### config.mk
export PLATFORM = sky130hd
export DESIGN_NAME = avr_uart_tx_flat
export DESIGN_NICKNAME = d
export VERILOG_FILES = /design/src/rtl/avr_uart_tx_if.sv /design/src/rtl/avr_uart_tx.sv /design/src/flat_wrapper.sv
export SDC_FILE = /design/constraint.sdc
export NUM_CORES = 1
export LEC_CHECK = 0
export CAP_MARGIN = 20
export CORE_UTILIZATION = 50
export CTS_CLUSTER_SIZE = 30
export DETAILED_ROUTE_END_ITERATION = 6
export HOLD_SLACK_MARGIN = 0.05
export PLACE_DENSITY = 0.71
export SETUP_SLACK_MARGIN = 0.2
export SLEW_MARGIN = 20
export SYNTH_ARGS = -nofsm -noshare
export SYNTH_HDL_FRONTEND = slang
export SYNTH_SLANG_ARGS = --single-unit
export TNS_END_PERCENT = 30
### constraint.sdc
create_clock -name clk -period 1.9 [get_ports clk]
set_clock_uncertainty 0.05 [all_clocks]
set_input_delay 0.38 -clock clk [delete_from_list [all_inputs] [get_ports clk]]
set_output_delay 0.38 -clock clk [all_outputs]
set_load 0.01 [all_outputs]
### src/rtl/avr_uart_tx_if.sv
`timescale 1ns/1ps
// Write-side handshake of the AVR UART transmitter: byte, strobe and ready.
interface avr_uart_tx_if;
  logic [7:0] data;
  logic       new_data;
  logic       ready;

  modport master (output data, new_data, input ready);
  modport slave  (input data, new_data, output ready);
endinterface

### src/rtl/avr_uart_tx.sv
`timescale 1ns/1ps
// 8N1 UART transmitter toward the AVR Rx pin, throttled by the AVR buffer-full flag.
// AVR_UART_TX_FIFO_EN defined: FIFO_DEPTH-entry FIFO; undefined: single holding register.
module avr_uart_tx #(
  parameter int CLK_PER_BIT = 100,
  parameter int FIFO_DEPTH  = 4
) (
  input  logic         clk,
  input  logic         rst_n,
  avr_uart_tx_if.slave host,
  input  logic         block,
  output logic         tx,
  output logic         busy
);
  localparam int            CW       = $clog2(CLK_PER_BIT);
  localparam logic [CW-1:0] BIT_LAST = CW'(CLK_PER_BIT - 1);

  if (CLK_PER_BIT < 2 || CLK_PER_BIT > 65535 || FIFO_DEPTH < 2 || FIFO_DEPTH > 16 ||
      (FIFO_DEPTH & (FIFO_DEPTH - 1)) != 0) begin : g_bad_param
    $error("avr_uart_tx: illegal CLK_PER_BIT or FIFO_DEPTH");
  end

  typedef enum logic [1:0] {IDLE, START, DATA, STOP} state_t;

  state_t        state_q, state_d;
  logic [CW-1:0] cnt_q, cnt_d;
  logic [2:0]    idx_q, idx_d;
  logic [7:0]    shift_q;
  logic [1:0]    blk_sync;
  logic [1:0]    rst_dly;
  logic          tx_q, tx_d, busy_q, ready_q;
  logic          wr, pop, avail, full_d, bit_end;
  logic [7:0]    head;

  assign wr         = host.new_data & ready_q;
  assign bit_end    = (cnt_q == BIT_LAST);
  assign host.ready = ready_q;
  assign tx         = tx_q;
  assign busy       = busy_q;

`ifdef AVR_UART_TX_FIFO_EN
  localparam int AW = $clog2(FIFO_DEPTH);
  localparam int NW = AW + 1;

  logic [7:0]    mem [FIFO_DEPTH];
  logic [AW-1:0] wr_ptr, rd_ptr;
  logic [NW-1:0] count_q, count_d;

  assign avail   = (count_q != '0);
  assign head    = mem[rd_ptr];
  assign count_d = count_q + NW'(wr) - NW'(pop);
  assign full_d  = (count_d == NW'(FIFO_DEPTH));

  always_ff @(posedge clk or negedge rst_n) begin
    if (!rst_n) begin
      wr_ptr  <= '0;
      rd_ptr  <= '0;
      count_q <= '0;
    end else begin
      if (wr)  wr_ptr <= wr_ptr + AW'(1);
      if (pop) rd_ptr <= rd_ptr + AW'(1);
      count_q <= count_d;
    end
  end

  always_ff @(posedge clk) begin
    if (wr) mem[wr_ptr] <= host.data;
  end
`else
  logic [7:0] hold_q;
  logic       hold_vld;

  assign avail  = hold_vld;
  assign head   = hold_q;
  // A write can only land while the register is empty, so wr and pop never coincide.
  assign full_d = wr | (hold_vld & ~pop);

  always_ff @(posedge clk or negedge rst_n) begin
    if (!rst_n) begin
      hold_q   <= '0;
      hold_vld <= 1'b0;
    end else if (wr) begin
      hold_q   <= host.data;
      hold_vld <= 1'b1;
    end else if (pop) begin
      hold_vld <= 1'b0;
    end
  end
`endif

  always_comb begin
    state_d = state_q;
    cnt_d   = cnt_q + CW'(1);
    idx_d   = idx_q;
    pop     = 1'b0;
    tx_d    = 1'b1;
    case (state_q)
      IDLE: begin
        cnt_d = '0;
        if (avail && !blk_sync[1]) begin
          pop     = 1'b1;
          state_d = START;
        end
      end
      START: begin
        tx_d = 1'b0;
        if (bit_end) begin
          cnt_d   = '0;
          idx_d   = '0;
          state_d = DATA;
        end
      end
      DATA: begin
        tx_d = shift_q[idx_q];
        if (bit_end) begin
          cnt_d = '0;
          idx_d = idx_q + 3'd1;
          if (idx_q == 3'd7) state_d = STOP;
        end
      end
      STOP: begin
        if (bit_end) begin
          cnt_d = '0;
          // Chain straight into the next start bit so back-to-back frames have no gap.
          if (avail && !blk_sync[1]) begin
            pop     = 1'b1;
            state_d = START;
          end else begin
            state_d = IDLE;
          end
        end
      end
      default: state_d = IDLE;
    endcase
  end

  // tx is registered from the current state, so the line lags the FSM by one cycle.
  always_ff @(posedge clk or negedge rst_n) begin
    if (!rst_n) begin
      state_q  <= IDLE;
      cnt_q    <= '0;
      idx_q    <= '0;
      shift_q  <= '0;
      blk_sync <= 2'b11;
      rst_dly  <= 2'b00;
      tx_q     <= 1'b1;
      busy_q   <= 1'b0;
      ready_q  <= 1'b0;
    end else begin
      state_q  <= state_d;
      cnt_q    <= cnt_d;
      idx_q    <= idx_d;
      if (pop) shift_q <= head;
      blk_sync <= {blk_sync[0], block};
      rst_dly  <= {rst_dly[0], 1'b1};
      tx_q     <= tx_d;
      busy_q   <= (state_q != IDLE) | avail;
      ready_q  <= rst_dly[1] & ~full_d;
    end
  end
endmodule
### src/flat_wrapper.sv
// flat-port wrapper written by rule: the top's interface ports become plain ports
module avr_uart_tx_flat 
#(
  parameter int CLK_PER_BIT = 100,
  parameter int FIFO_DEPTH  = 4
)
  (clk, rst_n, block, tx, busy, host_data, host_new_data, host_ready);
  avr_uart_tx_if host_i ();
  input  logic clk;
  input  logic rst_n;
  input  logic block;
  output logic tx;
  output logic busy;
  input wire logic [$bits(host_i.data)-1:0] host_data;
  input wire logic [$bits(host_i.new_data)-1:0] host_new_data;
  output wire logic [$bits(host_i.ready)-1:0] host_ready;
  assign host_i.data = host_data;
  assign host_i.new_data = host_new_data;
  assign host_ready = host_i.ready;
  avr_uart_tx #(.CLK_PER_BIT(CLK_PER_BIT), .FIFO_DEPTH(FIFO_DEPTH)) u_core (.clk(clk), .rst_n(rst_n), .host(host_i), .block(block), .tx(tx), .busy(busy));
endmodule
-- Word-level counts from Yosys, hierarchy flattened
Cells that the tools add are included.
- add/subtract/negate cells: 2
- reduce and logical (&&, ||, !) cells: 9
- equal/unequal tests: 10
- magnitude comparators: 1
- bitwise gates (word level): 7
- muxes and demuxes: 20
- operators by type and width (operator ; number):
    one-hot mux 7 bit (2 select lines) ; 1
    two-way mux 2 bit ; 5
    != test 2 x 1 -> 1 bit, second input constant ; 5
    one-hot mux 2 bit (4 select lines) ; 1
    adder 7 x 1 -> 7 bit, second input constant ; 1
    == test 7 bit, second input constant ; 1
    two-way mux 7 bit ; 1
    two-way mux 1 bit ; 6
    two-way mux 3 bit ; 2
    one-hot mux 3 bit (2 select lines) ; 1
    nonzero test 2 bit ; 3
    AND reduction 5 bit ; 1
    == test 2 bit, second input constant ; 2
    < comparator 3 x 4 -> 1 bit, second input constant ; 1
    one-hot mux 1 bit (2 select lines) ; 2
    adder 3 x 1 -> 3 bit, second input constant ; 1
    AND 1 bit ; 3
    binary-select mux 1 bit (select 3 bit) ; 1
    == test 3 bit, second input constant ; 1
    AND reduction 3 bit ; 1
    OR reduction 3 bit ; 1
    == test 2 x 1 -> 1 bit, second input constant ; 1
    logical NOT 2 bit ; 1
    NOT 1 bit ; 2
    other kinds (3) ; 4
- bits in registers: 36
- output and inout bits: 3
- input port bits: 12

-- Longest topological paths before layout
Gate-level depths: netlist of the first run.
- depth in word-level cells: 10
- gate-level depth with buffers: 6
- mapped depth without buffers: 6

-- Worst setup path before layout of the first run
Ideal clock, no wire load.
- path type: reg-to-reg
- start point: register u_core.cnt_q[4]
- end point: register u_core.shift_q[0]
- period minus slack after synthesis: 1712 ps
- stages on the path, launching flop included: 5
- slack: 188 ps
- setup time: 125 ps
- arrival: 1537 ps
- cells stage by stage: dfrtp_1 and4bb_2 a31oi_1 nor3_4 mux2_2
- longest elaborated chain between the ends: 3
- ends and longest elaborated chain (what ; line ; RTL):
    from (decl) ; avr_uart_tx.sv:26 ; logic [CW-1:0] cnt_q, cnt_d;
    from (signal assigned) ; avr_uart_tx.sv:151 ; cnt_q <= cnt_d;
    == test 7 bit ; avr_uart_tx.sv:36 ; assign bit_end = (cnt_q == BIT_LAST);
    two-way mux 1 bit ; avr_uart_tx.sv:122 ; if (bit_end) begin
    one-hot mux 1 bit (2 select lines) ; avr_uart_tx.sv:97 ; case (state_q)
    to (signal assigned) ; avr_uart_tx.sv:143 ; shift_q <= '0;
    to (signal assigned) ; avr_uart_tx.sv:153 ; if (pop) shift_q <= head;
    to (decl) ; avr_uart_tx.sv:28 ; logic [7:0] shift_q;
No other way between the ends.
A chain may end at the register's enable or synchronous reset.

-- Final worst setup path of the first run
- start point: register u_core.cnt_q[0]
- end point: register u_core.shift_q[6]
Same word-level chain as after synthesis.

==> results of run 1 <==
-- registers in the layout, indices dropped and copies added (netlist names) --
name,flops
u_core.avail,1
u_core.blk_sync,2
u_core.busy,1
u_core.cnt_q,7
u_core.head,8
u_core.host.ready,1
u_core.idx_q,3
u_core.rst_dly,2
u_core.shift_q,8
u_core.state_q,2
u_core.tx,1
-- synthesized netlist by cell type --
library cell   n
inv_1          4
nand2b_1       1
and4bb_2       1
mux2_2        17
nor3_1         2
a311oi_1       1
conb_1         1
nor3_4         1
o211a_1        2
nor2_1         8
a21o_1         1
mux4_2         2
xor2_1         2
clkbuf_1       1
mux2i_1        2
a211oi_1       1
ha_1           8
a32o_1         2
and3_1         1
and2_2         1
nand2_1        3
dfrtp_1       33
dfstp_2        3
a31oi_1        1
and2b_1        1
xnor2_1        3
or2_2          1
o21ai_0        3
nor2b_1        2
a21oi_1        1
nand3_1        3
-- worst paths after layout --
kind | slack [ns] | startpoint | to | cells past startpoint
setup / recovery | 0.15 | u_core.cnt_q[0]$_DFF_PN0_ | u_core.shift_q[6]$_DFFE_PN0P_ | 6
hold / removal | 0.31 | u_core.rst_dly[0]$_DFF_PN0_ | u_core.rst_dly[1]$_DFF_PN0_ | 0
setup reg to reg | 0.15 | u_core.cnt_q[0]$_DFF_PN0_ | u_core.shift_q[6]$_DFFE_PN0P_ | 6
hold reg to reg | 0.31 | u_core.rst_dly[0]$_DFF_PN0_ | u_core.rst_dly[1]$_DFF_PN0_ | 0
max in group asynchronous | 1.06 | rst_n | u_core.tx$_DFF_PN1_ | 2
min in group asynchronous | 0.40 | rst_n | u_core.state_q[1]$_DFFE_PN0P_ | 2
-- per-layer routing --
| layer | vias to the layer above | wire length, µm | GRT usage, % |
|---|---|---|---|
| met4 | 0 | 53 | 9.18 |
| met5 | - | 0 | 0 |
| met2 | 14 | 1140 | 27.1 |
| li1 | 457 | - | - |
| met3 | 5 | 83 | 6.70 |
| met1 | 464 | 1240 | 25.0 |
-- through the flow --
| stage | setup slack (ns) | cells | total power [mW] | hold slack (ns) | util (%) |
|---|---|---|---|---|---|
| 4_1_cts | 0.167 | 171 | 1.59 | 0.315 | 65.8 |
| 3_5_place_dp | 0.0394 | 160 | 1.07 | 0.290 | 62.0 |
| 6_report | 0.147 | 172 | 1.57 | 0.311 | 68.0 |
| 5_1_grt | 0.119 | 172 | 1.65 | 0.320 | 68.0 |
| 2_1_floorplan | 0.198 | 113 | 0.997 | 0.0344 | - |
| 3_3_place_gp | 0.0943 | 160 | 1.06 | 0.285 | 62.0 |
-- layout by cell type (no fill, tap or decap), types with 5 or more instances in the layout --
cell type        instances
ha_1                     6
mux2_2                  14
dfrtp_1                 33
buf_4                    5
clkbuf_4                 5
nor2_1                   8
clkdlybuf4s50_1         13
-- power groups by stage --
stage / clock network [mW] / registers (mW) / logic (mW)
after floorplan: 0 / 0.907 / 0.0897
after global placement: 0 / 0.922 / 0.138
after detailed placement: 0 / 0.925 / 0.143
after CTS: 0.537 / 0.910 / 0.145
after global routing: 0.577 / 0.921 / 0.157
final: 0.516 / 0.910 / 0.143
-- logic make-up (layout without fill, tap and decap cells) --
| group | after synthesis | in the layout | synth area share [%] |
|---|---|---|---|
| AO/OA/AOI/OAI | 12 | 12 | 5.78 |
| adder cells (fa/ha/maj) | 8 | 8 | 6.42 |
| XOR/XNOR | 5 | 5 | 2.81 |
| multiplexers | 21 | 21 | 16.5 |
| AND/OR/NAND/NOR | 25 | 26 | 9.07 |
| flip-flops | 36 | 36 | 58.0 |
| other | 1 | 1 | 0.241 |
| buffers and inverters | 5 | 32 | 1.20 |
-- final cells by class --
cell class | count | share of cell area (%)
Sequential cell | 36 | 46.6
Multi-Input combinational cell | 73 | 36.5
Timing Repair Buffer | 20 | 10.1
Clock buffer | 6 | 2.13
Tap cell | 31 | 2.00
Clock inverter | 2 | 1.81
Inverter | 4 | 0.774
-- timing repair --
| item | in CTS | in global routing |
|---|---|---|
| gates cloned | 1 | 0 |
| pin swaps | 1 | 4 |
| setup endpoints to repair | 11 | 13 |
| resized for setup | 4 | 9 |
| setup buffers | 2 | 1 |
-- worst max-delay path: cells and delay by family, from the launching register on --
| family | cells | cell delay (ns) |
|---|---|---|
| multiplexers | 1 | 0.30 |
| AO/OA/AOI/OAI | 1 | 0.25 |
| flip-flops | 1 | 0.43 |
| buffers and inverters | 1 | 0.14 |
| adder cells (fa/ha/maj) | 1 | 0.18 |
| AND/OR/NAND/NOR | 2 | 0.30 |
==> results_dict.tcl, run 1 <==
set metrics [dict create \
    grt_pass1_vias 975 \
    fin_nets 160 \
    antenna_found_initial 0 \
    cts_made_buffers 5 \
    multi_input_comb_area_um2 708 \
    ir_worst_vdd_v 0.000611 \
    synth_top_area_share_pct 53.0 \
    design_area_mm2 0.00194 \
    slowest_delay_ns 0.43 \
    yosysSeqAreaShare_pct 58.0 \
    syn_area_mm2 0.00156 \
    syn_nets 133 \
    wl_per_cell_um 14.6 \
    rsz0062_at_grt "true" \
    max_clock_freq_mhz 570 \
    synth.distinct_cells 31 \
    core_area_mm2 0.00285 \
    clockBufferDepth 2 \
    p_leak_nw 0.921 \
    area.growth.synth_to_final_pct 24.4 \
    cp_max_fo 5 \
    p_int_mw 1.23 \
    clock_power_share_pct 32.9 \
    seqPwrFrac_pct 58.0 \
    grt_first_pass_wirelength_mm 4.51 \
    crit_path_cell_trace "ha_4 > and2b_2 > a31oi_4 > nor3_4 > buf_12 > mux2_4" \
    diodes 0 \
    critPathArrivalTime_ns 1.93 \
    h-tree-depth 2 \
    place_area_mm2 0.00177 \
    place.gp.congestion 0.782 \
    cts_tree "yes" \
    hold_path.class "flip-flop to flip-flop" \
    combPwrFrac_pct 9.1 \
    hpwl_mm 1.69 \
    gr-total-overflow 0 \
    synth_area_leaders "dfrtp_1, mux2_2, ha_1" \
    grt_use_total_pct 18.7 \
    die-height_um 57.8 \
    start_util_pct 54.6 \
    power_density_mw_per_mm2 808 \
    grt_max_degree 37 \
    ys_ff_latch 36 \
    yosysWarnings 0 \
    drive_above_1_share_pct 32.6 \
    vias 940 \
    drc 0 \
    viasPerCell 5.47 \
    port_buffers 14 \
    dieArea_mm2 0.00335 \
    status "finished, final reports clean" \
    rows 19 \
    worst_setup_path_end_kind "flip-flop" \
    drv_cap 0 \
    io_pins 15 \
    first_iter_violations 29 \
    cp.required_ns 2.07 \
    register_area_um2 905 \
    cp_slowest_cell "dfrtp_1" \
    power.switching_mw 0.336 \
    root_buffer "clkbuf_4" \
    min_period_over_period_pct 92.3 \
    finalHoldViolCount 0 \
    setup_violations 0 \
    finalMaxSlewViolations 0 \
    clk-insertion-delay-late_ns 0.33 \
    worstSetupPathType "flip-flop to flip-flop" \
    fillers 221 \
    swShare_pct 21.4 \
    die_x_um 57.8 \
    postRouteAntennaNets 0 \
    drtPass1Iterations 4 \
    syn_inst 113 \
    startpoint_type "flip-flop" \
    synth_top_area_cell "dfrtp_1" \
    setup-tns-final_ns 0 \
    fin_crit_ns 1.75 \
    path_clk_slew_ns 0.11 \
    syn_area_per_cell_um2 13.8 \
    cts_hold_buf 0 \
    clkSinkCount 36 \
    totalWireLength_mm 2.52 \
]
(Power assumes the default switching activity.)
==> run 2, diff against run 1 <==
--- a/config.mk
+++ b/config.mk
@@ -7,7 +7,7 @@
 export LEC_CHECK = 0
 export CAP_MARGIN = 20
 export CORE_UTILIZATION = 50
-export CTS_CLUSTER_SIZE = 30
+export CTS_CLUSTER_SIZE = 28
 export DETAILED_ROUTE_END_ITERATION = 6
 export HOLD_SLACK_MARGIN = 0.05
 export PLACE_DENSITY = 0.71
==> results of run 2 <==
Final layout, timing and power as in run 1 (identical DEF).
==> run 3, diff against run 2 <==
--- a/config.mk
+++ b/config.mk
@@ -9,6 +9,7 @@
 export CORE_UTILIZATION = 50
 export CTS_CLUSTER_SIZE = 28
 export DETAILED_ROUTE_END_ITERATION = 6
+export GPL_TIMING_DRIVEN = 1
 export HOLD_SLACK_MARGIN = 0.05
 export PLACE_DENSITY = 0.71
 export SETUP_SLACK_MARGIN = 0.2
==> results of run 3 <==
Final layout, timing and power as in run 1 (identical DEF).
